File: src/rtl/nibble_serializer.sv
// nibble_serializer: serializes a 4*NIBBLES-bit word into 4-bit nibbles, LSB- or MSB-first per word.
// Define NIBBLE_SER_PREFETCH_EN to add a one-word prefetch register for zero-bubble back-to-back words.
module nibble_serializer #(
    parameter int NIBBLES = 8,
    localparam int IDX_W = $clog2(NIBBLES)
) (
    input  logic                 clk,
    input  logic                 rst,
    input  logic                 in_valid,
    output logic                 in_ready,
    input  logic [4*NIBBLES-1:0] in_word,
    input  logic                 in_reverse,
    output logic                 out_valid,
    input  logic                 out_ready,
    output logic [3:0]           out_nibble,
    output logic [IDX_W-1:0]     out_idx,
    output logic                 out_last,
    output logic                 busy
);
    localparam logic [IDX_W-1:0] IDX_MAX = IDX_W'(NIBBLES - 1);

    typedef enum logic {IDLE, SEND} state_t;

    state_t               state;
    logic [IDX_W-1:0]     idx;
    logic [4*NIBBLES-1:0] word_q;
    logic                 rev_q;
    logic                 xfer;
    logic                 accept;
    logic                 last_hit;

    function automatic logic [IDX_W-1:0] first_idx(input logic rev);
        return rev ? IDX_MAX : IDX_W'(0);
    endfunction

    function automatic logic [IDX_W-1:0] next_idx(input logic [IDX_W-1:0] i, input logic rev);
        return rev ? i - 1'b1 : i + 1'b1;
    endfunction

    // All outputs are decoded from state registers only; no in_* to out_* path.
    assign busy       = (state == SEND);
    assign out_valid  = busy;
    assign out_idx    = idx;
    assign out_nibble = word_q[{idx, 2'b00} +: 4];
    assign last_hit   = (idx == (rev_q ? IDX_W'(0) : IDX_MAX));
    assign out_last   = busy && last_hit;
    assign xfer       = out_valid && out_ready;
    assign accept     = in_valid && in_ready;

`ifdef NIBBLE_SER_PREFETCH_EN
    logic [4*NIBBLES-1:0] pf_word;
    logic                 pf_rev;
    logic                 pf_full;

    assign in_ready = !pf_full;

    always_ff @(posedge clk) begin
        if (rst) begin
            state   <= IDLE;
            idx     <= '0;
            word_q  <= '0;
            rev_q   <= 1'b0;
            pf_word <= '0;
            pf_rev  <= 1'b0;
            pf_full <= 1'b0;
        end else begin
            case (state)
                IDLE: begin
                    if (accept) begin
                        word_q <= in_word;
                        rev_q  <= in_reverse;
                        idx    <= first_idx(in_reverse);
                        state  <= SEND;
                    end
                end
                SEND: begin
                    if (xfer && last_hit) begin
                        // in_ready is low while the prefetch is full, so accept and pf_full never coincide.
                        if (pf_full) begin
                            word_q  <= pf_word;
                            rev_q   <= pf_rev;
                            idx     <= first_idx(pf_rev);
                            pf_full <= 1'b0;
                        end else if (accept) begin
                            word_q <= in_word;
                            rev_q  <= in_reverse;
                            idx    <= first_idx(in_reverse);
                        end else begin
                            state <= IDLE;
                        end
                    end else begin
                        if (xfer) begin
                            idx <= next_idx(idx, rev_q);
                        end
                        if (accept) begin
                            pf_word <= in_word;
                            pf_rev  <= in_reverse;
                            pf_full <= 1'b1;
                        end
                    end
                end
            endcase
        end
    end
`else
    assign in_ready = (state == IDLE);

    always_ff @(posedge clk) begin
        if (rst) begin
            state  <= IDLE;
            idx    <= '0;
            word_q <= '0;
            rev_q  <= 1'b0;
        end else begin
            case (state)
                IDLE: begin
                    if (accept) begin
                        word_q <= in_word;
                        rev_q  <= in_reverse;
                        idx    <= first_idx(in_reverse);
                        state  <= SEND;
                    end
                end
                SEND: begin
                    if (xfer) begin
                        if (last_hit) begin
                            state <= IDLE;
                        end else begin
                            idx <= next_idx(idx, rev_q);
                        end
                    end
                end
            endcase
        end
    end
`endif

endmodule

File: config.mk
export PLATFORM = sky130hd
export DESIGN_NAME = nibble_serializer
export DESIGN_NICKNAME = d
export VERILOG_FILES = /design/src/rtl/nibble_serializer.sv
export SDC_FILE = /design/constraint.sdc
export NUM_CORES = 1
export LEC_CHECK = 0
export BUFFER_PORTS_ARGS = -buffer_cell sky130_fd_sc_hd__buf_2
export CAP_MARGIN = 20
export CORE_AREA = 2 2 85 87
export DETAILED_ROUTE_END_ITERATION = 8
export DIE_AREA = 0 0 87 89
export GPL_ROUTABILITY_DRIVEN = 0
export GPL_TIMING_DRIVEN = 0
export SETUP_SLACK_MARGIN = 0.2
export SLEW_MARGIN = 20
export SYNTH_ARGS = -nofsm -noshare
export SYNTH_HDL_FRONTEND = slang
export SYNTH_SLANG_ARGS = --single-unit
export TNS_END_PERCENT = 30
File: constraint.sdc
create_clock -name clk -period 3.49 [get_ports clk]
set_clock_uncertainty 0.2 [all_clocks]
set_input_delay 0.1745 -clock clk [delete_from_list [all_inputs] [get_ports clk]]
set_output_delay 0.1745 -clock clk [all_outputs]
set_load 0.005 [all_outputs]
# --- After elaboration in Yosys (flattened, before gate mapping) ---
# Index checks and enable logic that the tools add are counted.
# W data, S select, Z words.
word_totals:
  register_bits: 37
  inputBits: 37
  out_inout_bits: 11
  word_cells: 28
classes:
  n_addsub: 2
  n_eq_ne: 4
  shift: 1
  muxes: 11
  bitwise: 1
  reduce_logical: 5
ops:
  columns: ["cell", "count"]
  rows:
  - ["$shiftx A32 B6 Y4", 1]
  - ["$mux W3", 6]
  - ["$pmux W3 S2", 1]
  - ["$ne A2 B1 Y1 const B", 2]
  - ["$add A3 B1 Y3 const B", 1]
  - ["$eq A3 B3 Y1", 1]
  - ["$logic_and A1 B1 Y1", 3]
  - ["$mux W1", 3]
  - ["$reduce_and A3 Y1", 1]
  - ["$sub A3 B1 Y3 const B", 1]
  - ["$ne A2 B2 Y1 const B", 1]
  - ["$pmux W1 S2", 1]
  - ["$reduce_and A2 Y1", 1]
  - ["$not A1 Y1", 1]

# --- Depth between registers and ports, before layout ---
# Gate-level depths: netlist (run 1).
depth:
  depth_word: 5
  depth_mapped: 7
  mapped_depth_nobuf: 6

# --- Worst setup path after synthesis (run 1) ---
# OpenSTA, ideal clock, no wires.
synth_path:
  path_type: "flip-flop to flip-flop"
  startpoint: "register idx[1] (netlist: out_idx[1])"
  endpoint: "register idx[2] (netlist: out_idx[2])"
  setup_ps: 123
  t_arrival_ps: 1823
  required_ps: 3167
  setup_slack_ps: 1344
  stages_incl_launch_ff: 8
  path_buffers: 1
  period_less_slack_ps: 2146
  path_cell_list: "dfxtp_1 > clkbuf_1 > inv_1 > fa_1 > xnor2_1 > xnor2_1 > a21oi_1 > mux2_1"
synth_via:
  elab_chain_cells: 5
  elab_cells_between_ends: 9
  classes_between: "add/sub (2); eq/ne (2); mux (4); reduce/logical (1)"
synth_rtl:
  columns: ["item", "line_no", "source"]
  rows:
  - ["start: declaration", "25", "logic [IDX_W-1:0] idx;"]
  - ["start signal: assignment", "120", "idx <= first_idx(in_reverse);"]
  - ["start signal: assignment", "129", "idx <= next_idx(idx, rev_q);"]
  - ["$add A3 B1 Y3 / $sub A3 B1 Y3 (equally long branches)", "37", "return rev ? i - 1'b1 : i + 1'b1;"]
  - ["$mux W3", "37", null]
  - ["$mux W3", "126", "if (last_hit) begin"]
  - ["$mux W3", "125", "if (xfer) begin"]
  - ["$pmux W3 S2", "115", "case (state)"]
# Several ways; a longest one is shown, not always the timed one. The select of a mux whose other input is x is not followed.
# A chain may end at the register's enable or synchronous reset.

# --- Worst setup path in the final report (run 1) ---
# Ends and elaborated chain as after synthesis.

==> results of run 1 <==
[layer usage]
layer / share of wire [%] / vias to the layer above / wire length [um] / track usage [%]
met2: 48 / 39 / 2110 / 19.1
met1: 47 / 729 / 2070 / 15.2
met5: 0 / - / 0 / 0
met4: 0.61 / 0 / 27 / 3.84
met3: 4.5 / 4 / 200 / 2.49
li1: - / 844 / - / -
[how the worst max path moves through the flow]
stage | cells past startpoint | slack (ns) | end
floorplan | 7 | 1.34 | out_idx[2]$_SDFFE_PP0P_
finish | 7 | 1.14 | out_idx[2]$_SDFFE_PP0P_
global route | 7 | 0.92 | out_idx[2]$_SDFFE_PP0P_
detailed placement | 7 | 1.09 | out_idx[2]$_SDFFE_PP0P_
CTS | 7 | 1.07 | out_idx[2]$_SDFFE_PP0P_
global placement | 7 | 1.11 | out_idx[2]$_SDFFE_PP0P_
[registers in the layout, summed over array words and instances (netlist names)]
register and cells:
word_q 32, out_idx 3, busy 1, rev_q 1
[Yosys cell counts, drive strengths merged]
cell | instances | area [um2]
and3 | 1 | 6.26
nor2 | 2 | 7.51
nand2 | 81 | 304
nand2b | 1 | 13.8
nor2b | 1 | 6.26
dfxtp | 37 | 741
a21oi | 35 | 175
or3 | 1 | 6.26
buf | 8 | 51.3
mux2 | 2 | 22.5
clkbuf | 7 | 26.3
o21ba | 1 | 10.0
a311o | 1 | 10.0
fa | 1 | 20.0
a31oi | 3 | 18.8
inv | 5 | 18.8
o21bai | 1 | 7.51
mux4 | 8 | 180
a32oi | 1 | 8.76
ha | 1 | 12.5
o22ai | 1 | 12.5
xnor2 | 2 | 17.5
[logic make-up after synthesis]
logic type	count (synthesis)	share of synthesized area (%)
and+or+nand+nor	87	20.5
DFF	37	44.2
xor gates and xnor gates	2	1.04
AOI/OAI and AO/OA	43	14.5
adders and majority gates	2	1.94
buffers and inverters	20	5.75
muxes	10	12.1
[layout make-up]
cell class / count / share of cell area [%]
Buffer: 15 / 3.16
Tap cell: 80 / 4.08
Inverter: 5 / 0.765
Sequential cell: 37 / 30.2
Timing Repair Buffer: 80 / 23.0
Clock buffer: 6 / 2.96
Clock inverter: 2 / 1.58
Multi-Input combinational cell: 144 / 34.2
[critical path: stages, from the launching register on]
cell and delay [ns]:
dfxtp_1 0.36, clkbuf_1 0.42, inv_1 0.15, fa_1 0.43, xnor2_1 0.18, xnor2_1 0.13, a21oi_1 0.08, mux2_1 0.29
[report_power, final]
group / total, mW / internal [mW] / leakage, nW / switching, mW
registers: 0.468 / 0.450 / 0.304 / 0.0182
logic: 0.203 / 0.106 / 0.676 / 0.0971
clock network: 0.368 / 0.214 / 0.0554 / 0.153
[metrics by stage]
step / utilization [%] / hold WS [ns]
global placement: 29.9 / 0.225
floorplan: - / 0.110
CTS: 36.5 / 0.0401
finish: 36.5 / 0.0503
detailed placement: 29.9 / 0.220
global route: 36.5 / 0.0745
[timing repair]
item | 4_1_cts | 5_1_grt
hold endpoints to repair | 33 | 0
hold buffers | 33 | 0
setup endpoints to repair | 0 | 0
==> summary.md, run 1 <==
| Metric | Value |
|---|---|
| Placed cell areas | `0.00201 mm2` |
| First-pass GRT wire length | `7.00 mm` |
| Routed WL | `4.41 mm` |
| Initial Utilization | `25.0%` |
| # resized after CTS | `0` |
| Setup crit end kind | `flop` |
| Worst-Margin Slew | `0.510 ns` |
| Commonest cells after routing, fill and taps aside | `nand2_1, buf_2, dfxtp_1, a21oi_1, dlygate4sd3_1` |
| Final Max Tran Viols | `0` |
| Syn Inst Count | `201` |
| Vias in the first global route | `1505` |
| Synth Cell Area | `0.00168 mm2` |
| Detail Route Antenna Nets | `0` |
| Vias | `1616` |
| Multi-input logic area | `840 um2` |
| Tmin final | `2.35 ns` |
| Data required, critical path | `3.47 ns` |
| DPL Wire Length | `3.16 mm` |
| Die ar. | `0.00774 mm2` |
| Clock buffer depth | `2` |
| Avg Inst Size Synth | `8.34 um2` |
| Initial antenna violation count | `0` |
| Max_slew headroom | `66.0%` |
| Root buf cell | `clkbuf_8` |
| Initial DRC count | `53` |
| Register Area | `741 um2` |
| Dpl ws | `1.09 ns` |
| Status | `finished clean` |
| R2R Setup Slk | `1.14 ns` |
| Grt ovf | `0` |
| Final #Nets | `327` |
| Core ar. | `0.00672 mm2` |
| Clk_lat worst skew | `0.29 ns` |
| Hold depth | `3` |
| Reg2reg end | `out_idx[2]$_SDFFE_PP0P_` |
| CP Class | `flop to flop` |
| GRT Overall Usage | `11.6%` |
| Commonest non-fill, non-tap cell in the layout | `nand2_1` |
| Port bufs | `47` |
| RSZ-0062 raised after global routing | `no` |
| Postcts setup bufs | `0` |
| Layout Cells excl Fill | `369` |
| Drt wl/cell | `11.9 um` |
| Row count | `30` |
| Register area share after synthesis | `44.2%` |
| Worst-path fanout max | `9` |
| Part of the cycle the worst path needs | `67.4%` |
| Final Hold Fails | `0` |
| Max-Cap Viols | `0` |
| Leakage | `1.04 nW` |
| Syn_nets | `240` |
| Cts bufs inserted | `5` |
| Reg2reg start | `out_idx[1]$_SDFFE_PP0P_` |
| H-tree levels | `2` |
| Ys Warns | `0` |
| Min-delay src | `out_ready` |
| I/O pins | `48` |
| ANT cells | `0` |
| Setup crit start | `out_idx[1]$_SDFFE_PP0P_` |
| Tightest Hold Check Type | `input pin to flop` |
| Worst vdd ir | `194 uV` |
| CTS tree | `done` |
| Total design power | `1.04 mW` |
| Fill cell count | `703` |
| Post-Place Cells | `328` |
| Setup violations, final | `0` |
| Clk sink count | `37` |
| Die width | `87 um` |
| Layout cells sized above 1 | `25.3%` |
| Die height | `89 um` |
| Post-route cell area | `0.00245 mm2` |
| Via density | `4.38` |
| Pin count of the biggest net entering global routing | `13` |
| Seq cells post-synth | `37` |
| Crit path arrival time | `2.33 ns` |
| Setup TNS | `0 ns` |
| Power density cells | `424 mW/mm2` |
| Clock-pin slew on the worst setup and hold paths | `0.07 ns` |
| Syn-to-layout area delta | `46.3%` |
| R2R cell count | `7` |
| 1st-pass router iterations | `4` |
| Unique masters post-synth | `25` |
| Final setup margin | `1.14 ns` |
| Max Fclk | `425 MHz` |
| Worst Hold End | `busy$_SDFF_PP0_` |
| DRC Markers | `0` |
| CP startpoint kind | `flop` |
(Power assumes the default switching activity.)
==> run 2: changes to the inputs <==
Settings changed: ABC_AREA set to 1, CORE_AREA 2 2 85 87 to 2 2 88 90, DIE_AREA 0 0 87 89 to 0 0 90 92.
Clock period 3.49 ns to 2 ns, I/O delays scaled along.
==> run 2 against run 1 <==
Setup slack worse by 0.91 ns; count of clock-buffer cells in the layout up 1; synthesized cell count rose by 24%; first-iteration DRC count rose by 91%; clock power up 81%; die area is 6.9% higher; combinational power is 140% higher; global-route usage up 0.74 points; non-clock buffer count up 1; wire length is 13% higher; cell area increased by 8.1%.
==> summary.md, run 2 <==
| Metric | Value |
|---|---|
| Synth area leaders | `dfxtp_1, nor2_1, o21ai_0` |
| Grt ovf | `0` |
| Setup crit end kind | `flop` |
| Routed WL | `4.96 mm` |
| Fill cell count | `847` |
| Crit path largest cell delay | `0.56 ns` |
| CP startpoint kind | `flop` |
| Setup crit start | `out_idx[0]$_SDFFE_PP0P_` |
| R2R Setup Slk | `0.23 ns` |
| Most common cell in the netlist | `nor2_1` |
| Tmin final | `1.77 ns` |
| ANT cells | `0` |
| Initial DRC count | `101` |
| Commonest non-fill, non-tap cell in the layout | `nor2_1` |
| Crit path arrival time | `1.76 ns` |
| Vias | `1891` |
| Clock buffer depth | `2` |
| Max-Cap Viols | `0` |
| Max Fclk | `565 MHz` |
| Via density | `4.29` |
| Initial antenna violation count | `0` |
| Biggest register | `word_q` |
| Core ar. | `0.00745 mm2` |
| I/O pins | `48` |
| Part of the cycle the worst path needs | `88.4%` |
| Row count | `32` |
| Initial Utilization | `24.0%` |
| Cts bufs inserted | `5` |
| Largest register FFs | `32` |
| Syn-to-layout area delta | `48.6%` |
| Worst-path fanout max | `10` |
| Unique masters post-synth | `25` |
| Register area share after synthesis | `41.5%` |
| Drt wl/cell | `11.2 um` |
| Final core occ | `35.6%` |
| Layout cells sized above 1 | `26.0%` |
| Leading area contributor after synthesis | `dfxtp_1` |
| Primary FF master, synth | `dfxtp_1` |
| RSZ-0062 raised after global routing | `yes` |
| Port bufs | `47` |
| CP Class | `flop to flop` |
| Reg2reg start | `out_idx[0]$_SDFFE_PP0P_` |
| Worst vdd ir | `225 uV` |
| Post-route cell area | `0.00265 mm2` |
| Synth Cell Area | `0.00179 mm2` |
| Die width | `90 um` |
| Vias in the first global route | `1826` |
| Crit path cell chain | `inv_4, buf_6, fa_2, o21ai_0, nand3b_1, nand2_1, nor2_1` |
| DPL Wire Length | `3.73 mm` |
| First-pass GRT wire length | `8.29 mm` |
| Ys Warns | `0` |
| CTS tree | `done` |
| Final Hold Fails | `0` |
| Die height | `92 um` |
| Setup TNS | `0 ns` |
| Top-area cell type share of the netlist area | `41.5%` |
| Final #Nets | `377` |
| Data required, critical path | `1.99 ns` |
| Clk_lat worst skew | `0.29 ns` |
| 1st-pass router iterations | `4` |
| Pin count of the biggest net entering global routing | `12` |
| Commonest cells after routing, fill and taps aside | `nor2_1, buf_2, o21ai_0, dfxtp_1, dlygate4sd3_1` |
| H-tree levels | `2` |
| Avg Inst Size Synth | `7.17 um2` |
| Power density cells | `755 mW/mm2` |
| Final Max Tran Viols | `0` |
| CP endpoint | `out_idx[1]$_SDFFE_PP0P_` |
| Synth cell count leaders | `nor2_1, o21ai_0, dfxtp_1` |
| Max_slew headroom | `74.1%` |
| R2R cell count | `7` |
| Leakage | `1.19 nW` |
| Reg2reg end | `out_idx[1]$_SDFFE_PP0P_` |
| Syn_nets | `288` |
| Die ar. | `0.00828 mm2` |
| DRC Markers | `0` |
| Post-synth ARST share | `0%` |
| Status | `finished clean` |
| Post-Place Cells | `398` |
| Root buf cell | `clkbuf_8` |
| Layout Cells excl Fill | `441` |
| Slowest CP cell | `fa_2` |
| Worst-Margin Slew | `0.388 ns` |
| Clk sink count | `37` |
| Detail Route Antenna Nets | `0` |
| Seq cells post-synth | `37` |
| Hold depth | `4` |
| Syn Inst Count | `249` |
| Hold Slack | `0.00387 ns` |
| Setup violations, final | `0` |
| EDFF count, synth | `0` |
| Tightest Hold Check Type | `input pin to flop` |
| GRT Overall Usage | `12.3%` |
| Clock-pin slew on the worst setup and hold paths | `0.07 ns` |
| Placed cell areas | `0.00215 mm2` |
## run 2: cell types whose count changed after synthesis, moves of 3 or more
cell	previous run	this run
a31oi_1	3	0
inv_1	4	9
a21oi_1	35	3
clkbuf_1	7	2
nand2_1	81	24
o21ai_1	0	3
o21ai_0	0	48
mux4_2	8	0
buf_6	1	6
nor2_2	0	9
buf_2	5	2
o22ai_1	0	8
nor2_1	2	79
## run 2: where the power goes
group	leakage, nW	internal (mW)	total [mW]	switching (mW)
Clock	0.0585	0.406	0.667	0.261
Sequential	0.308	0.800	0.850	0.0501
Combinational	0.828	0.236	0.486	0.250
Total	1.19	1.44	2.00	0.561
## run 2: critical path, delay by kind of cell, from the launching register on
| family | cells | cell delay (ns) |
|---|---|---|
| adders and majority gates | 1 | 0.56 |
| DFF | 1 | 0.38 |
| and+or+nand+nor | 3 | 0.26 |
| buffers and inverters | 2 | 0.20 |
| AOI/OAI and AO/OA | 1 | 0.07 |
## run 2: logic make-up (layout without fill, tap and decap cells)
group	after synthesis	count (layout)	synth area share (%)
and+or+nand+nor	121	121	29.4
AOI/OAI and AO/OA	63	63	18.4
DFF	37	37	41.5
buffers and inverters	26	116	8.97
adders and majority gates	2	2	1.82
## run 2: per-stage QoR
stage / setup slack [ns] / total power, mW
CTS: 0.187 / 2.00
floorplan: 0.244 / 1.13
global placement: 0.0954 / 1.27
detailed placement: 0.0580 / 1.28
finish: 0.232 / 2.00
global route: 0.153 / 2.12
## run 2: area by class of cell
cell class / count / area [um2] / area share, %
buffer: 14 / 135 / 5.09
clock buffer: 7 / 86.3 / 3.25
clock inverter: 1 / 30.0 / 1.13
inverter: 12 / 52.6 / 1.98
multi-input combinational: 186 / 890 / 33.5
sequential: 37 / 746 / 28.1
tap: 102 / 128 / 4.81
timing repair buffer: 82 / 586 / 22.1
## run 2: worst min-delay path by stage
stage | startpoint | end
final | rst | word_q[12]$_SDFFE_PP0P_
after CTS | rst | word_q[10]$_SDFFE_PP0P_
after detailed placement | in_word[14] | word_q[14]$_SDFFE_PP0P_
after global routing | rst | word_q[10]$_SDFFE_PP0P_
after floorplan | in_valid | busy$_SDFF_PP0_
after global placement | in_word[15] | word_q[15]$_SDFFE_PP0P_
## run 2: routing by layer
| layer | track usage [%] | wire length (um) |
|---|---|---|
| met3 | 2.71 | 250 |
| met1 | 15.5 | 2360 |
| met4 | 5.64 | 105 |
| met5 | 0 | 0 |
| met2 | 20.3 | 2250 |
## run 2: repair_timing
item                                    4_1_cts  5_1_grt
endpoints found under the setup margin        6        7
gates resized for setup                       6       11
hold buffers                                 35        0
endpoints found under the hold margin        35        0
buffers inserted                              0        0
